**src/rtl/z80_ld_ind_nn_a_seq_pkg.sv**
```systemverilog
// rtl/z80_ld_ind_nn_a_seq_pkg.sv - shared Z80 bus-sequencer codes, T-state enum and helpers
package z80_ld_ind_nn_a_seq_pkg;

   localparam logic [1:0] CYCLE_FETCH    = 2'd0;
   localparam logic [1:0] CYCLE_RDWR_MEM = 2'd1;
   localparam logic [1:0] CYCLE_RDWR_IO  = 2'd2;
   localparam logic [1:0] CYCLE_INTERNAL = 2'd3;

   localparam logic [7:0] OPCODE_LD_IND_NN_A = 8'h32;
   localparam logic [7:0] TSTATES_BASE       = 8'd9;
   localparam logic [2:0] MCYCLES_LD_IND_NN_A = 3'd4;

   typedef enum logic [1:0] {
      T_1 = 2'd0,
      T_2 = 2'd1,
      T_3 = 2'd2
   } tstate_e;

   function automatic logic [7:0] sat_inc8(input logic [7:0] v);
      return (v == 8'hFF) ? v : v + 8'd1;
   endfunction

endpackage

```
**src/rtl/z80_mcycle_timer.sv**
```systemverilog
// rtl/z80_mcycle_timer.sv - T1/T2/T3 counter with Tw insertion, shared by memory and IO sequencers
// t_next is the T-state of the following cycle so callers can register their strobes.
module z80_mcycle_timer
   import z80_ld_ind_nn_a_seq_pkg::*;
(
   input  logic    clk,
   input  logic    rst_n,
   input  logic    go,
   input  logic    wait_en,
   input  logic    bus_wait,
   output tstate_e t_next,
   output logic    last_t,
   output logic    tw_inc
);

   tstate_e t_q;
   tstate_e t_d;

   always_comb begin
      t_d    = t_q;
      tw_inc = go && (t_q == T_2) && wait_en && bus_wait;
      last_t = go && (t_q == T_3);
      if (!go) begin
         t_d = T_1;
      end else begin
         case (t_q)
            T_1:     t_d = T_2;
            T_2:     t_d = tw_inc ? T_2 : T_3;
            T_3:     t_d = T_1;
            default: t_d = T_1;
         endcase
      end
      t_next = t_d;
   end

   always_ff @(posedge clk or negedge rst_n) begin
      if (!rst_n) t_q <= T_1;
      else        t_q <= t_d;
   end

endmodule

```
**src/rtl/z80_ld_ind_nn_a_seq.sv**
```systemverilog
// rtl/z80_ld_ind_nn_a_seq.sv - LD (nn),A bus sequencer: reads nn (M2/M3), writes A to nn (M4)
// All bus and record outputs are registered from next-state values.
module z80_ld_ind_nn_a_seq
   import z80_ld_ind_nn_a_seq_pkg::*;
#(
   parameter bit         WAIT_EN = 1'b1,
   parameter logic [7:0] OPCODE  = OPCODE_LD_IND_NN_A
) (
   input  logic        clk,
   input  logic        reset_n,
   input  logic        start,
   input  logic [15:0] ip_in,
   input  logic [7:0]  reg_a,
   input  logic [7:0]  bus_rdata,
   input  logic        bus_wait,
   output logic [15:0] bus_addr,
   output logic [7:0]  bus_wdata,
   output logic        bus_mreq,
   output logic        bus_rd,
   output logic        bus_wr,
   output logic        busy,
   output logic        done,
   output logic [15:0] ip_out,
   output logic [23:0] rec_insn,
   output logic [15:0] rec_waddr,
   output logic [7:0]  rec_wdata,
   output logic [2:0]  rec_mcycles,
   output logic [7:0]  rec_tstates
);

   typedef enum logic [2:0] {
      S_IDLE,
      S_RD_LO,
      S_RD_HI,
      S_WR,
      S_DONE
   } state_e;

   state_e      state_q, state_d;
   logic [15:0] ip_q, ip_d;
   logic [7:0]  a_q, a_d;
   logic [7:0]  nn_lo_q, nn_lo_d;
   logic [7:0]  nn_hi_q, nn_hi_d;
   logic [7:0]  tst_q, tst_d;
   logic [15:0] bus_addr_q, bus_addr_d;
   logic [7:0]  bus_wdata_q, bus_wdata_d;
   logic        mreq_q, mreq_d;
   logic        rd_q, rd_d;
   logic        wr_q, wr_d;
   logic        busy_q, busy_d;
   logic        done_q, done_d;
   logic [15:0] ip_out_q, ip_out_d;
   logic [23:0] rec_insn_q, rec_insn_d;
   logic [15:0] rec_waddr_q, rec_waddr_d;
   logic [7:0]  rec_wdata_q, rec_wdata_d;
   logic [2:0]  rec_mcycles_q, rec_mcycles_d;
   logic [7:0]  rec_tstates_q, rec_tstates_d;

   logic        go;
   tstate_e     t_next;
   logic        last_t;
   logic        tw_inc;

   assign go = (state_q == S_RD_LO) || (state_q == S_RD_HI) || (state_q == S_WR);

   z80_mcycle_timer u_timer (
      .clk      (clk),
      .rst_n    (reset_n),
      .go       (go),
      .wait_en  (WAIT_EN),
      .bus_wait (bus_wait),
      .t_next   (t_next),
      .last_t   (last_t),
      .tw_inc   (tw_inc)
   );

   always_comb begin
      state_d       = state_q;
      ip_d          = ip_q;
      a_d           = a_q;
      nn_lo_d       = nn_lo_q;
      nn_hi_d       = nn_hi_q;
      tst_d         = tw_inc ? sat_inc8(tst_q) : tst_q;
      done_d        = 1'b0;
      ip_out_d      = ip_out_q;
      rec_insn_d    = rec_insn_q;
      rec_waddr_d   = rec_waddr_q;
      rec_wdata_d   = rec_wdata_q;
      rec_mcycles_d = rec_mcycles_q;
      rec_tstates_d = rec_tstates_q;

      case (state_q)
         S_IDLE, S_DONE: begin
            if (start) begin
               ip_d    = ip_in;
               a_d     = reg_a;
               tst_d   = TSTATES_BASE;
               state_d = S_RD_LO;
            end else begin
               state_d = S_IDLE;
            end
         end
         S_RD_LO: if (last_t) begin
            nn_lo_d = bus_rdata;
            state_d = S_RD_HI;
         end
         S_RD_HI: if (last_t) begin
            nn_hi_d = bus_rdata;
            state_d = S_WR;
         end
         S_WR: if (last_t) begin
            state_d       = S_DONE;
            done_d        = 1'b1;
            ip_out_d      = ip_q + 16'd3;
            rec_insn_d    = {nn_hi_q, nn_lo_q, OPCODE};
            rec_waddr_d   = {nn_hi_q, nn_lo_q};
            rec_wdata_d   = a_q;
            rec_mcycles_d = MCYCLES_LD_IND_NN_A;
            rec_tstates_d = tst_q;
         end
         default: state_d = S_IDLE;
      endcase

      // Strobes for the next cycle follow the next state and next T-state.
      bus_addr_d  = 16'h0000;
      bus_wdata_d = 8'h00;
      mreq_d      = 1'b0;
      rd_d        = 1'b0;
      wr_d        = 1'b0;
      busy_d      = 1'b0;
      case (state_d)
         S_RD_LO: begin
            bus_addr_d = ip_d + 16'd1;
            mreq_d     = 1'b1;
            rd_d       = 1'b1;
            busy_d     = 1'b1;
         end
         S_RD_HI: begin
            bus_addr_d = ip_d + 16'd2;
            mreq_d     = 1'b1;
            rd_d       = 1'b1;
            busy_d     = 1'b1;
         end
         S_WR: begin
            bus_addr_d  = {nn_hi_d, nn_lo_d};
            bus_wdata_d = a_d;
            mreq_d      = 1'b1;
            wr_d        = (t_next == T_2);
            busy_d      = 1'b1;
         end
         default: begin
            bus_addr_d = 16'h0000;
         end
      endcase
   end

   always_ff @(posedge clk or negedge reset_n) begin
      if (!reset_n) begin
         state_q       <= S_IDLE;
         ip_q          <= 16'h0000;
         a_q           <= 8'h00;
         nn_lo_q       <= 8'h00;
         nn_hi_q       <= 8'h00;
         tst_q         <= 8'h00;
         bus_addr_q    <= 16'h0000;
         bus_wdata_q   <= 8'h00;
         mreq_q        <= 1'b0;
         rd_q          <= 1'b0;
         wr_q          <= 1'b0;
         busy_q        <= 1'b0;
         done_q        <= 1'b0;
         ip_out_q      <= 16'h0000;
         rec_insn_q    <= 24'h000000;
         rec_waddr_q   <= 16'h0000;
         rec_wdata_q   <= 8'h00;
         rec_mcycles_q <= 3'd0;
         rec_tstates_q <= 8'h00;
      end else begin
         state_q       <= state_d;
         ip_q          <= ip_d;
         a_q           <= a_d;
         nn_lo_q       <= nn_lo_d;
         nn_hi_q       <= nn_hi_d;
         tst_q         <= tst_d;
         bus_addr_q    <= bus_addr_d;
         bus_wdata_q   <= bus_wdata_d;
         mreq_q        <= mreq_d;
         rd_q          <= rd_d;
         wr_q          <= wr_d;
         busy_q        <= busy_d;
         done_q        <= done_d;
         ip_out_q      <= ip_out_d;
         rec_insn_q    <= rec_insn_d;
         rec_waddr_q   <= rec_waddr_d;
         rec_wdata_q   <= rec_wdata_d;
         rec_mcycles_q <= rec_mcycles_d;
         rec_tstates_q <= rec_tstates_d;
      end
   end

   assign bus_addr    = bus_addr_q;
   assign bus_wdata   = bus_wdata_q;
   assign bus_mreq    = mreq_q;
   assign bus_rd      = rd_q;
   assign bus_wr      = wr_q;
   assign busy        = busy_q;
   assign done        = done_q;
   assign ip_out      = ip_out_q;
   assign rec_insn    = rec_insn_q;
   assign rec_waddr   = rec_waddr_q;
   assign rec_wdata   = rec_wdata_q;
   assign rec_mcycles = rec_mcycles_q;
   assign rec_tstates = rec_tstates_q;

endmodule

```
**config.mk**
```make
export PLATFORM = sky130hd
export DESIGN_NAME = z80_ld_ind_nn_a_seq
export DESIGN_NICKNAME = d
export VERILOG_FILES = /design/src/rtl/z80_ld_ind_nn_a_seq_pkg.sv /design/src/rtl/z80_mcycle_timer.sv /design/src/rtl/z80_ld_ind_nn_a_seq.sv
export SDC_FILE = /design/constraint.sdc
export NUM_CORES = 1
export LEC_CHECK = 0
export BUFFER_PORTS_ARGS = -buffer_cell sky130_fd_sc_hd__buf_2
export CORE_MARGIN = 2
export CORE_UTILIZATION = 36
export CTS_CLUSTER_DIAMETER = 120
export DETAILED_ROUTE_END_ITERATION = 10
export PLACE_DENSITY_LB_ADDON = 0.2
export SYNTH_ARGS = -nofsm -noshare
export SYNTH_HDL_FRONTEND = slang
export SYNTH_HIERARCHICAL = 1
export SYNTH_SLANG_ARGS = --single-unit
```
**constraint.sdc**
```tcl
create_clock -name clk -period 6.1 [get_ports clk]
set_input_delay 1.22 -clock clk [delete_from_list [all_inputs] [get_ports clk]]
set_output_delay 1.22 -clock clk [all_outputs]
set_load 0.01 [all_outputs]
```
==> results.md <==
* DRT Pass-1 Iters at 5
* Clk pwr share at 0.290
* Vias in the first global route at 4,819
* DR vias/cell at 4.801
* GP Congestion at 0.9209
* TNS Setup at 0 ns
* CTS max path bufs at 2
* Worst min-delay path category: register to register
* Worst EP arrival at 4.00 ns
* Multi-input logic area at 2447 um2
* Largest net degree at the start of global routing at 81
* Wire per inst at 16.15 um
* Total wire length at 15,720 um
* Comb pwr share at 0.341
* Fin Hold WS at 0.4687 ns
* Die height at 133.4 um
* NetSw at 1421 uW
* Tcrit/Tclk final at 0.6042
* Final nets at 780
* Critical-path cell list: buf_2 > nor3b_4 > buf_4 > nand2_1 > o21ai_0 > ha_1 > nand3_1 > nor4_1 > a41oi_1 > nor3_1 > mux2i_1 > o21ai_1
* Yosys top cell area share at 0.5398
* Via count at 4,671
* Critical path buffers and inverters at 2
* Post-synth ARST share at 1.000
* H-tree depth at 4
* First-pass GRT wire length at 25,230 um
* Flops & latches, synth at 130
* Total GRT Usage at 0.1833
* Synth cell types at 55
* Critical path's top delay family: simple AND/OR/NAND/NOR gates
* Status: finished, final reports clean
* Clock slew at reported path FFs at 0.06 ns
* Flop pwr share at 0.369
* Seq/Total Area, Yosys at 0.5398
* Post-CTS Setup Inserts at 0
* Critical path endpoint category: register
* Clk_lat worst skew at 0.42 ns
* RSZ-0062 raised after global routing: false
* Hold Path Origin: rec_wdata[4]
* Ratio of cells with drive above 1 in the final layout at 0.2590
* Die Width at 133.4 um
* Antenna Cells at 0
* Synthesized cell area at 6027 um2
* Site Rows at 47
* Initial DRC Count at 217
* Cells after Synth at 630
* Dominant cells by area after synthesis: dfrtp_1 54%, nand2_1 12%, mux2_2 3.5%
* Max Cap Violations at 0
* Final setup violation count at 0
* Final core occ at 0.4482
* Crit path largest cell delay at 0.52 ns
* Crit path required time at 6.41 ns
* CTS resizes at 0
* EDFF count, synth at 0
* CTS tree: built
* Critical Path Start Type: input pin
* Switch share at 0.3642
* Fin Clk Skew at 0.009441 ns
* Finished Layout Cells at 973
* Fin crit period at 3.686 ns
* Fmax at 0.2713 GHz
* Peak VDD IR at 0.0002648 V
* Placed cell count at 941
* Critical path origin: start
* Root Buffer: clkbuf_16
* Final Hold Fails at 0
* DP Area at 6725 um2
* Die area at 17,790 um2
* CTS Hold Bufs at 0
* Initial antenna violation count at 0
* Internal power at 2482 uW
* Max Slew Vio Count at 0
* Critical path's slowest cell: nor3b_4
* Core box area at 16,470 um2
* Syn avg cell area at 9.567 um2
* Post-route cell area at 7380 um2
* Critical path peak fanout at 21
* Clock sinks at 130
* Worst slew pin tran at 0.9947 ns
* Sequential standard cell area at 3253 um2
* R2R Path Start: state_q[1]
* Remaining Overflow, GRT at 0
* Fill cell count at 1,631
* Slew HR at 0.3368
* Area growth, synth to finish at 22.44%
* Synth area leader: dfrtp_1
* Pwr dens at 528.9 nW/um2
* Routed Antenna Nets at 0
* DRC violations left at 0
* # port buffers at 132
* Num CTS Buffers at 17
* Crit Path Class: input pin to register
* Synth warn at 6
* Synth Flop Type: dfrtp_1
* DP HPWL at 11,350 um
* Initial Utilization at 0.3660
* # IOs at 140
* Pleak at 0.003803 uW
## Yosys cell counts, types with 10 or more instances
cell / count
xnor2_1: 16
and3_1: 11
nand3_1: 14
nor3_1: 10
inv_1: 12
mux2i_1: 11
o21ai_0: 34
mux2_2: 19
buf_4: 28
dfrtp_1: 130
clkbuf_1: 12
nand2_1: 192
nor2_1: 30
## area by class of cell
class | instances | area share
Inverter | 13 | 0.006612
Clock inverter | 9 | 0.02391
Clock buffer | 23 | 0.06477
Tap cell | 220 | 0.03730
Timing Repair Buffer | 137 | 0.09495
Sequential cell | 130 | 0.4408
Multi-Input combinational cell | 441 | 0.3316
## metrics by stage
step	setup slack, ns	total power, uW
floorplan	2.698	2322
global placement	2.150	2778
detailed placement	2.042	2794
CTS	2.439	3943
global route	2.086	4174
finish	2.414	3903
## state kept, by name, indices dropped and copies added, names as in the netlist, 8 cells and up
signal,count
ip_q,16
tst_q,8
nn_hi_q,8
a_q,8
rec_tstates,8
bus_addr,16
bus_wdata,8
rec_wdata,8
rec_waddr,16
nn_lo_q,8
ip_out,16
## layout by cell type (no fill, tap or decap), drive strengths merged, types with 2 or more instances in the layout
cell type  synthesis  layout
inv               13      13
bufinv             0       5
a31oi              3       3
or3b               2       2
ha                 4       4
nor3              10      10
mux2i             11      11
mux2              19      19
o21ai             39      39
dfrtp            130     130
and2               8       8
o21bai             3       3
a22o               3       3
buf               41     137
a21boi             2       2
or3                4       4
nand3             14      14
and3b              2       2
nand2            192     192
o31a               2       2
clkinv             0       3
nor2              31      31
nor3b              3       3
a221o              2       2
o21ba              2       2
o221ai             3       3
clkbuf            12      23
a21oi              7       7
a22oi              4       4
xnor2             16      16
nand4              5       5
o22a               2       2
nand2b             4       4
xor2               9       9
nor4               3       3
conb               2       9
and3              11      11
## tightest hold or removal path, delay by kind of cell, from the launching register on
| family | cells | cell delay [ns] |
|---|---|---|
| simple gates | 2 | 0.10 |
| flops | 1 | 0.33 |
## worst paths after layout
path / endpoint / slack, ns / cells past startpoint
setup / recovery: bus_addr[15] / 2.41 / 12
hold / removal: rec_wdata[4] / 0.47 / 2
setup reg to reg: bus_addr[15] / 2.73 / 11
hold reg to reg: rec_wdata[4] / 0.47 / 2
max in group asynchronous: nn_hi_q[4] / 3.87 / 2
min in group asynchronous: rec_wdata[1] / 0.98 / 1
## metal layers
layer / global-route usage / share of wire / vias to the layer above
li1: - / - / 2276
met1: 0.2377 / 0.45 / 2258
met2: 0.2978 / 0.48 / 111
met3: 0.03995 / 0.047 / 26
met4: 0.07742 / 0.021 / 0
met5: 0 / 0 / -
## cells by family after synthesis
family,share of synthesized area
AO/OA/AOI/OAI,0.08595
adder cells (fa/ha/maj),0.008304
XOR/XNOR,0.03633
buffers and inverters,0.06041
flip-flops,0.5398
AND/OR/NAND/NOR,0.2142
multiplexers,0.05377
other,0.001246
## power groups by stage
stage               Clock, uW  Sequential (uW)  Combinational (uW)
floorplan                   0             1450                 870
global placement            0             1450                1330
detailed placement          0             1450                1340
CTS                      1150             1440                1350
global route             1190             1490                1500
finish                   1130             1440                1330
Power figures use the tool's default switching activity.
